$ cat src/rtl/button_debouncer.sv
// Push-button debouncer: 2-flop synchronizer followed by a four-state
// qualification FSM. A level change is accepted only after DEBOUNCE_CYCLES
// consecutive matching samples; any contrary sample aborts the change and
// bumps a saturating glitch counter.
module button_debouncer #(
  parameter int unsigned DEBOUNCE_CYCLES = 4,
  parameter int unsigned CNT_W           = 16
) (
  input  logic       clk,
  input  logic       reset,
  input  logic       button_raw,
  output logic       button_level,
  output logic       bouncing,
  output logic [7:0] glitch_count
);

  typedef enum logic [1:0] {
    LOW_STABLE  = 2'b00,
    CHECK_HIGH  = 2'b01,
    HIGH_STABLE = 2'b11,
    CHECK_LOW   = 2'b10
  } state_e;

  localparam logic [CNT_W-1:0] CNT_LAST = CNT_W'(DEBOUNCE_CYCLES - 1);

  logic             sync1_d, sync1_q;
  logic             sync2_d, sync2_q;
  state_e           state_d, state_q;
  logic [CNT_W-1:0] cnt_d, cnt_q;
  logic [7:0]       glitch_d, glitch_q;
  logic [7:0]       glitch_inc;
  logic             s;

  // Synchronizer inputs: raw level into stage 1, stage 1 into stage 2.
  always_comb begin
    sync1_d = button_raw;
    sync2_d = sync1_q;
  end

  assign s = sync2_q;

  // Saturating increment: a glitch seen at 255 leaves the count at 255.
  always_comb begin
    glitch_inc = (glitch_q == 8'hFF) ? glitch_q : glitch_q + 8'd1;
  end

  // State register, counters and synchronizer flops.
  // NOTE: sequential state uses non-blocking assignments so every flop
  // samples pre-edge values; blocking here would collapse the synchronizer.
  always_ff @(posedge clk or negedge reset) begin
    if (!reset) begin
      sync1_q  <= 1'b0;
      sync2_q  <= 1'b0;
      state_q  <= LOW_STABLE;
      cnt_q    <= '0;
      glitch_q <= '0;
    end else begin
      sync1_q  <= sync1_d;
      sync2_q  <= sync2_d;
      state_q  <= state_d;
      cnt_q    <= cnt_d;
      glitch_q <= glitch_d;
    end
  end

  // Next-state logic: qualify candidate level changes on the synchronized sample.
  always_comb begin
    // NOTE: defaults first so every path assigns every output -- no latches.
    state_d  = state_q;
    cnt_d    = cnt_q;
    glitch_d = glitch_q;
    unique case (state_q)
      LOW_STABLE: begin
        if (s) begin
          state_d = CHECK_HIGH;
          cnt_d   = '0;
        end
      end
      CHECK_HIGH: begin
        if (!s) begin
          state_d  = LOW_STABLE;
          cnt_d    = '0;
          glitch_d = glitch_inc;
        end else if (cnt_q == CNT_LAST) begin
          state_d = HIGH_STABLE;
          cnt_d   = '0;
        end else begin
          cnt_d = cnt_q + 1'b1;
        end
      end
      HIGH_STABLE: begin
        if (!s) begin
          state_d = CHECK_LOW;
          cnt_d   = '0;
        end
      end
      CHECK_LOW: begin
        if (s) begin
          state_d  = HIGH_STABLE;
          cnt_d    = '0;
          glitch_d = glitch_inc;
        end else if (cnt_q == CNT_LAST) begin
          state_d = LOW_STABLE;
          cnt_d   = '0;
        end else begin
          cnt_d = cnt_q + 1'b1;
        end
      end
      default: begin
        state_d = LOW_STABLE;
        cnt_d   = '0;
      end
    endcase
  end

  // Output decode from registered state only; nothing combinational from button_raw.
  always_comb begin
    button_level = (state_q == HIGH_STABLE) || (state_q == CHECK_LOW);
    bouncing     = (state_q == CHECK_HIGH)  || (state_q == CHECK_LOW);
    glitch_count = glitch_q;
  end

endmodule

$ cat config.mk
export PLATFORM = sky130hd
export DESIGN_NAME = button_debouncer
export DESIGN_NICKNAME = d
export VERILOG_FILES = /design/src/rtl/button_debouncer.sv
export SDC_FILE = /design/constraint.sdc
export NUM_CORES = 1
export LEC_CHECK = 0
export ABC_AREA = 1
export BUFFER_PORTS_ARGS = -buffer_cell sky130_fd_sc_hd__buf_2
export CAP_MARGIN = 10
export CORE_ASPECT_RATIO = 0.6
export CORE_MARGIN = 10
export CORE_UTILIZATION = 36
export DETAILED_ROUTE_END_ITERATION = 16
export GPL_ROUTABILITY_DRIVEN = 1
export PLACE_DENSITY = 0.58
export SKIP_CTS_REPAIR_TIMING = 1
export SLEW_MARGIN = 20
export SYNTH_ARGS = -nofsm -noshare
export SYNTH_HDL_FRONTEND = slang
export SYNTH_SLANG_ARGS = --single-unit
$ cat constraint.sdc
create_clock -name clk -period 1.6 [get_ports clk]
set_clock_uncertainty 0.15 [all_clocks]
set_input_delay 0.08 -clock clk [delete_from_list [all_inputs] [get_ports clk]]
set_output_delay 0.08 -clock clk [all_outputs]
set_load 0.02 [all_outputs]
==> results.py, run 1 <==
metrics = {
    "power_and_ir_drop": {
        "internal_power_mw": 2.00,
        "vdd_ir_drop_max_mv": 1.04,
        "powerDensity_nw_per_um2": 1490,
        "p_switching_mw": 1.48,
        "p_clk_share_pct": 13.1,
        "p_sw_share_pct": 42.5,
        "comb_power_share_pct": 59.2,
        "p_seq_share_pct": 27.7,
        "power.leakage_nw": 1.11,
    },
    "clocking": {
        "numCtsBuffers": 3,
        "cts_buffer_depth": 2,
        "cts_tree": "done",
        "clock_sinks": 28,
        "root_buffer": "clkbuf_8",
        "cts.clk_slew.worst_paths_ns": 0.10,
        "cts-htree-levels": 1,
        "clk_latency_ns": 0.28,
    },
    "detailed_routing": {
        "drc_errors": 0,
        "dr.pass1.iters": 4,
        "detail-route-antenna-nets": 0,
        "wire_per_inst_um": 12.3,
        "vias": 1572,
        "vias_per_cell": 4.64,
        "wl_mm": 4.16,
        "drtIter0Drc": 91,
    },
    "critical_path": {
        "slowest_stage": "dfrtp_2",
        "arrival_ns": 1.76,
        "cpMostUsedCell": "inv_4",
        "required_ns": 1.68,
        "cp_max_fo": 5,
        "endpoint_kind": "register",
        "worstSetupPathType": "reg2reg",
        "critPathTopFamily": "flip-flops",
        "critPathMaxStageDelay_ns": 0.47,
        "cp_num_buf_inv": 3,
        "critPathLaunchType": "register",
        "path_cells": "inv_4, ha_4, inv_4, o21ai_4, buf_6, nand2_4, nor2_4, nand3_2, nand2_2",
    },
    "floorplan": {
        "ios": 13,
        "die_w_um": 109,
        "core_um2": 4590,
        "die-area_um2": 8020,
        "die_h_um": 73.5,
        "placementRows": 19,
        "start_util_pct": 37.4,
    },
    "timing": {
        "max_slew.worst_pin.slew_ns": 0.655,
        "finalCriticalPeriod_ns": 1.68,
        "setup_viol": 15,
        "timing.final.ws_setup_ns": -0.0779,
        "tns_ns": -0.447,
        "grt_setup_unrepaired": "yes",
        "report.final.slew_viol_count": 0,
        "hold_viol": 0,
        "max-slew-margin-rel_pct": 56.3,
        "finalCritPeriodShare_pct": 105,
        "clock.fmax_mhz": 596,
    },
    "global_route": {
        "grt_first_pass_wirelength_mm": 7.09,
        "track_usage_pct": 11.1,
        "met2_usage_pct": 15.4,
        "grt.busiest_layer": "met1",
        "grt_pass1_vias": 1486,
        "use_met1_pct": 16.1,
        "use_met3_pct": 3.06,
        "grt_overflow": 0,
        "grt_start_max_net_pins": 29,
        "antenna_found_initial": 0,
    },
    "layout": {
        "layout-drive-gt1-share_pct": 32.2,
        "nFillCells": 443,
        "final_nets": 286,
        "areaGrowthSynthToFinish_pct": 36.1,
        "n_antenna_cell": 0,
        "fin_util_pct": 50.9,
    },
    "synthesis": {
        "synth-edff-count": 0,
        "ys_warn_count": 0,
        "synth-seq-area-share_pct": 40.8,
        "synth_ff_type": "dfrtp_1",
        "syn_nets": 240,
        "postSynth.asyncResetShare_pct": 100,
        "syn_area_per_cell_um2": 7.43,
        "synth.distinct_cells": 27,
        "syn_area_um2": 1720,
        "synth-seq-cells": 28,
        "syn_inst": 231,
    },
    "place": {
        "place_congestion": 0.851,
        "port_buffers": 12,
        "dp_hpwl_mm": 3.09,
    },
    "min_path": {
        "hp-class": "in2async",
    },
    "status": {
        "violations": "negative setup slack",
        "status": "finished, violations left",
    },
    "run": {
        "max_cap_viol_count": 0,
    },
}
## state kept, by name, indices dropped and copies added (netlist names)
signal / cells
state_q: 2
sync1_q: 1
glitch_count: 8
s: 1
cnt_q: 16
## synth_stat cells (2+ instances only)
master	n	share of area, %
ha_1	6	4.4
xnor2_1	2	1.0
o21ai_2	4	2.0
nand3_2	3	1.8
xor2_1	6	3.1
nand3_1	15	4.4
a21oi_1	3	0.88
o22ai_1	2	0.73
nor2_2	3	1.1
nor3_1	2	0.58
and3_1	2	0.73
nand4_1	2	0.73
dfrtp_1	28	41
nor2_1	26	5.7
o21ai_1	8	2.3
inv_1	29	6.3
o21ai_0	8	2.3
nand2_1	73	16
## power groups by stage
stage	combinational (mW)	clock (mW)	sequential [mW]
after global routing	2.28	0.506	0.983
after global placement	1.64	0	0.939
final	2.06	0.456	0.962
after detailed placement	1.66	0	0.944
after floorplan	0.954	0	1.04
after CTS	1.66	0.473	0.930
## through the flow
stage               power (mW)  setup WS (ns)  cell area [um2]  hold slack [ns]  cells
floorplan                 1.99        0.00425             1740           -0.366    231
global placement          2.58        -0.0387             2050         -0.00736    328
detailed placement        2.60        -0.0754             2050        -0.000888    328
CTS                       3.07        -0.0916             2100           -0.314    332
global route              3.77         -0.155             2330            0.220    339
finish                    3.48        -0.0779             2330            0.194    339
## kinds of logic (layout without fill, tap and decap cells)
kind of cell	count (synthesis)	in the layout	synth area share, %
fa+ha+maj	6	6	4.38
buf+inv	31	76	7.29
simple gates	131	131	34.1
flops	28	28	40.8
compound gates	27	27	9.26
xor+xnor	8	8	4.08
## path summary, 6_finish.rpt
path,slack (ns),to,depth (start not counted),from
worst max-delay path,-0.08,cnt_q[10],9,state_q[0]
worst min-delay path,0.19,cnt_q[8],2,reset
worst max register to register,-0.08,cnt_q[10],9,state_q[0]
worst min register to register,0.21,s,0,sync1_q
max in group asynchronous,0.63,state_q[0],2,reset
min in group clk,0.21,s,0,sync1_q
## worst reg2reg max path, stage by stage, from the launching register on
cell and delay (ns):
dfrtp_2 0.47, inv_4 0.09, ha_4 0.14, inv_4 0.04
o21ai_4 0.17, buf_6 0.14, nand2_4 0.06, nor2_4 0.20
nand3_2 0.10, nand2_2 0.07
## cell type report
cell class | instances | area, um2 | area share (%)
tap | 63 | 78.8 | 3.38
inverter | 29 | 116 | 4.98
multi-input combinational | 172 | 1040 | 44.4
sequential | 28 | 706 | 30.2
clock buffer | 4 | 55.1 | 2.36
timing repair buffer | 43 | 342 | 14.6
## layer usage
metal	share of wire [%]	routed length, um
met2	42	1750
met3	3.1	129
met1	54	2250
met4	0.72	30
met5	0	0
## cells in the final DEF (no fill, tap or decap), types with 2 or more instances in the layout
cell type	netlist	routed
nand3_2	3	4
nand2_2	1	6
buf_4	0	23
clkbuf_8	0	4
nor2_1	26	24
o21ai_1	8	10
nand2_1	73	67
o21ai_0	8	6
nor2_2	3	3
nand2_4	1	2
inv_1	29	22
buf_6	1	7
dlygate4sd3_1	0	2
xor2_1	6	6
and3_1	2	2
o22ai_1	2	2
dfrtp_1	28	24
nor3_1	2	2
nand4_1	2	2
ha_4	0	4
dfrtp_2	0	4
nand3_1	15	12
a21oi_1	3	3
inv_4	0	3
buf_2	1	10
nand3_4	0	2
nor2_4	1	3
o21ai_4	0	3
inv_2	0	4
(Power assumes the default switching activity.)
==> run 2: changes to the inputs <==
--- a/config.mk
+++ b/config.mk
@@ -13,6 +13,7 @@
 export CORE_UTILIZATION = 36
 export DETAILED_ROUTE_END_ITERATION = 16
 export GPL_ROUTABILITY_DRIVEN = 1
+export GPL_TIMING_DRIVEN = 0
 export PLACE_DENSITY = 0.58
 export SKIP_CTS_REPAIR_TIMING = 1
 export SLEW_MARGIN = 20
==> results.py, run 2 (synthesized netlist as in run 1, its figures left out) <==
metrics = {
    "status": {
        "status": "finished, violations left",
        "violations": "negative setup slack",
    },
    "detailed_routing": {
        "drc_errors": 0,
        "dr.pass1.iters": 4,
        "wl_mm": 4.07,
        "wire_per_inst_um": 12.6,
        "drtIter0Drc": 53,
        "detail-route-antenna-nets": 0,
        "vias": 1512,
        "vias_per_cell": 4.68,
    },
    "clocking": {
        "cts-htree-levels": 1,
        "cts_tree": "done",
        "clock_sinks": 28,
        "cts.clk_slew.worst_paths_ns": 0.10,
        "clk_latency_ns": 0.29,
        "cts_buffer_depth": 2,
        "numCtsBuffers": 3,
        "root_buffer": "clkbuf_8",
    },
    "power_and_ir_drop": {
        "p_seq_share_pct": 27.9,
        "power.leakage_nw": 1.04,
        "p_sw_share_pct": 44.2,
        "vdd_ir_drop_max_mv": 1.22,
        "p_clk_share_pct": 16.4,
        "powerDensity_nw_per_um2": 1530,
        "finalPower_mw": 3.54,
        "comb_power_share_pct": 55.7,
        "internal_power_mw": 1.98,
        "p_switching_mw": 1.57,
    },
    "critical_path": {
        "path_cells": "buf_6, ha_4, inv_4, nand2_4, o21ai_4, nand3_2, buf_4, nand2_1, and3_4",
        "crit_start": "state_q[0]",
        "critPathMaxStageDelay_ns": 0.46,
        "slowest_stage": "dfrtp_2",
        "critPathLaunchType": "register",
        "reg2regPathDepth": 9,
        "r2r-end": "cnt_q[5]",
        "required_ns": 1.68,
        "cp_num_cells": 9,
        "cp_num_buf_inv": 3,
        "cp_max_fo": 5,
        "worstSetupPathType": "reg2reg",
        "critPathTopFamily": "flip-flops",
        "crit_end": "cnt_q[5]",
        "regToRegStartpoint": "state_q[0]",
        "arrival_ns": 1.77,
        "r2r_setup_slack_ns": -0.09,
        "endpoint_kind": "register",
    },
    "place": {
        "place_ws_ns": -0.139,
        "port_buffers": 12,
        "placed_area_um2": 1880,
        "post-place-cells": 306,
        "place_congestion": 0.842,
        "dp_hpwl_mm": 2.85,
    },
    "min_path": {
        "hp-class": "in2async",
    },
    "global_route": {
        "grt_pass1_vias": 1420,
        "grt_first_pass_wirelength_mm": 6.88,
        "grt_start_max_net_pins": 29,
        "track_usage_pct": 10.7,
        "grt_overflow": 0,
        "antenna_found_initial": 0,
    },
    "timing": {
        "timing.final.ws_setup_ns": -0.0918,
        "setup_viol": 22,
        "hold_viol": 0,
        "finalCritPeriodShare_pct": 106,
        "max-slew-margin-rel_pct": 56.5,
        "report.final.slew_viol_count": 0,
        "max_slew.worst_pin.slew_ns": 0.652,
        "tns_ns": -1.20,
        "finalCriticalPeriod_ns": 1.69,
        "hold_ws_ns": 0.190,
        "grt_setup_unrepaired": "yes",
        "clock.fmax_mhz": 591,
    },
    "floorplan": {
        "die_w_um": 109,
        "ios": 13,
        "die-area_um2": 8020,
        "core_um2": 4590,
        "die_h_um": 73.5,
        "start_util_pct": 37.4,
        "placementRows": 19,
    },
    "layout": {
        "layout-drive-gt1-share_pct": 35.8,
        "layout_common_cells": "nand2_1, inv_1, nor2_1, dfrtp_1, buf_2",
        "largest_register": "cnt_q",
        "fin_util_pct": 50.4,
        "stdcell_area_um2": 2310,
        "layout_commonest_cell": "nand2_1",
        "n_antenna_cell": 0,
        "areaGrowthSynthToFinish_pct": 34.9,
        "final_nets": 270,
        "layout.cells.non_filler": 323,
        "largest_reg_flops": 16,
    },
    "run": {
        "max_cap_viol_count": 0,
    },
}
-- run 2: how the worst min path moves through the flow --
| stage | from | endpoint | depth (start not counted) |
|---|---|---|---|
| finish | reset | cnt_q[2] | 2 |
| global route | sync1_q | s | 0 |
| detailed placement | reset | cnt_q[6] | 1 |
| CTS | reset | s | 1 |
| global placement | reset | cnt_q[6] | 1 |
| floorplan | reset | cnt_q[0] | 0 |
-- run 2: power by group through the flow --
stage / Sequential, mW / Combinational [mW] / Clock [mW]
after floorplan: 1.04 / 0.954 / 0
after global placement: 0.973 / 1.36 / 0
after detailed placement: 0.979 / 1.37 / 0
after CTS: 0.965 / 1.38 / 0.596
after global routing: 1.01 / 2.19 / 0.633
final: 0.990 / 1.97 / 0.581
-- run 2: area by class of cell --
class / instances / area, um2
sequential: 28 / 708
fill: 436 / 2270
multi-input combinational: 172 / 1130
buffer: 2 / 18.8
clock buffer: 3 / 41.3
clock inverter: 1 / 30.0
inverter: 29 / 120
tap: 63 / 78.8
timing repair buffer: 25 / 184
-- run 2: routing by layer --
metal	share of wire (%)	track usage (%)	wire length [um]	vias to the layer above
met3	3.9	3.41	157	4
met5	0	0	0	-
met1	55	16.3	2230	701
li1	-	-	-	792
met4	0.61	1.75	25	0
met2	41	14.2	1650	15
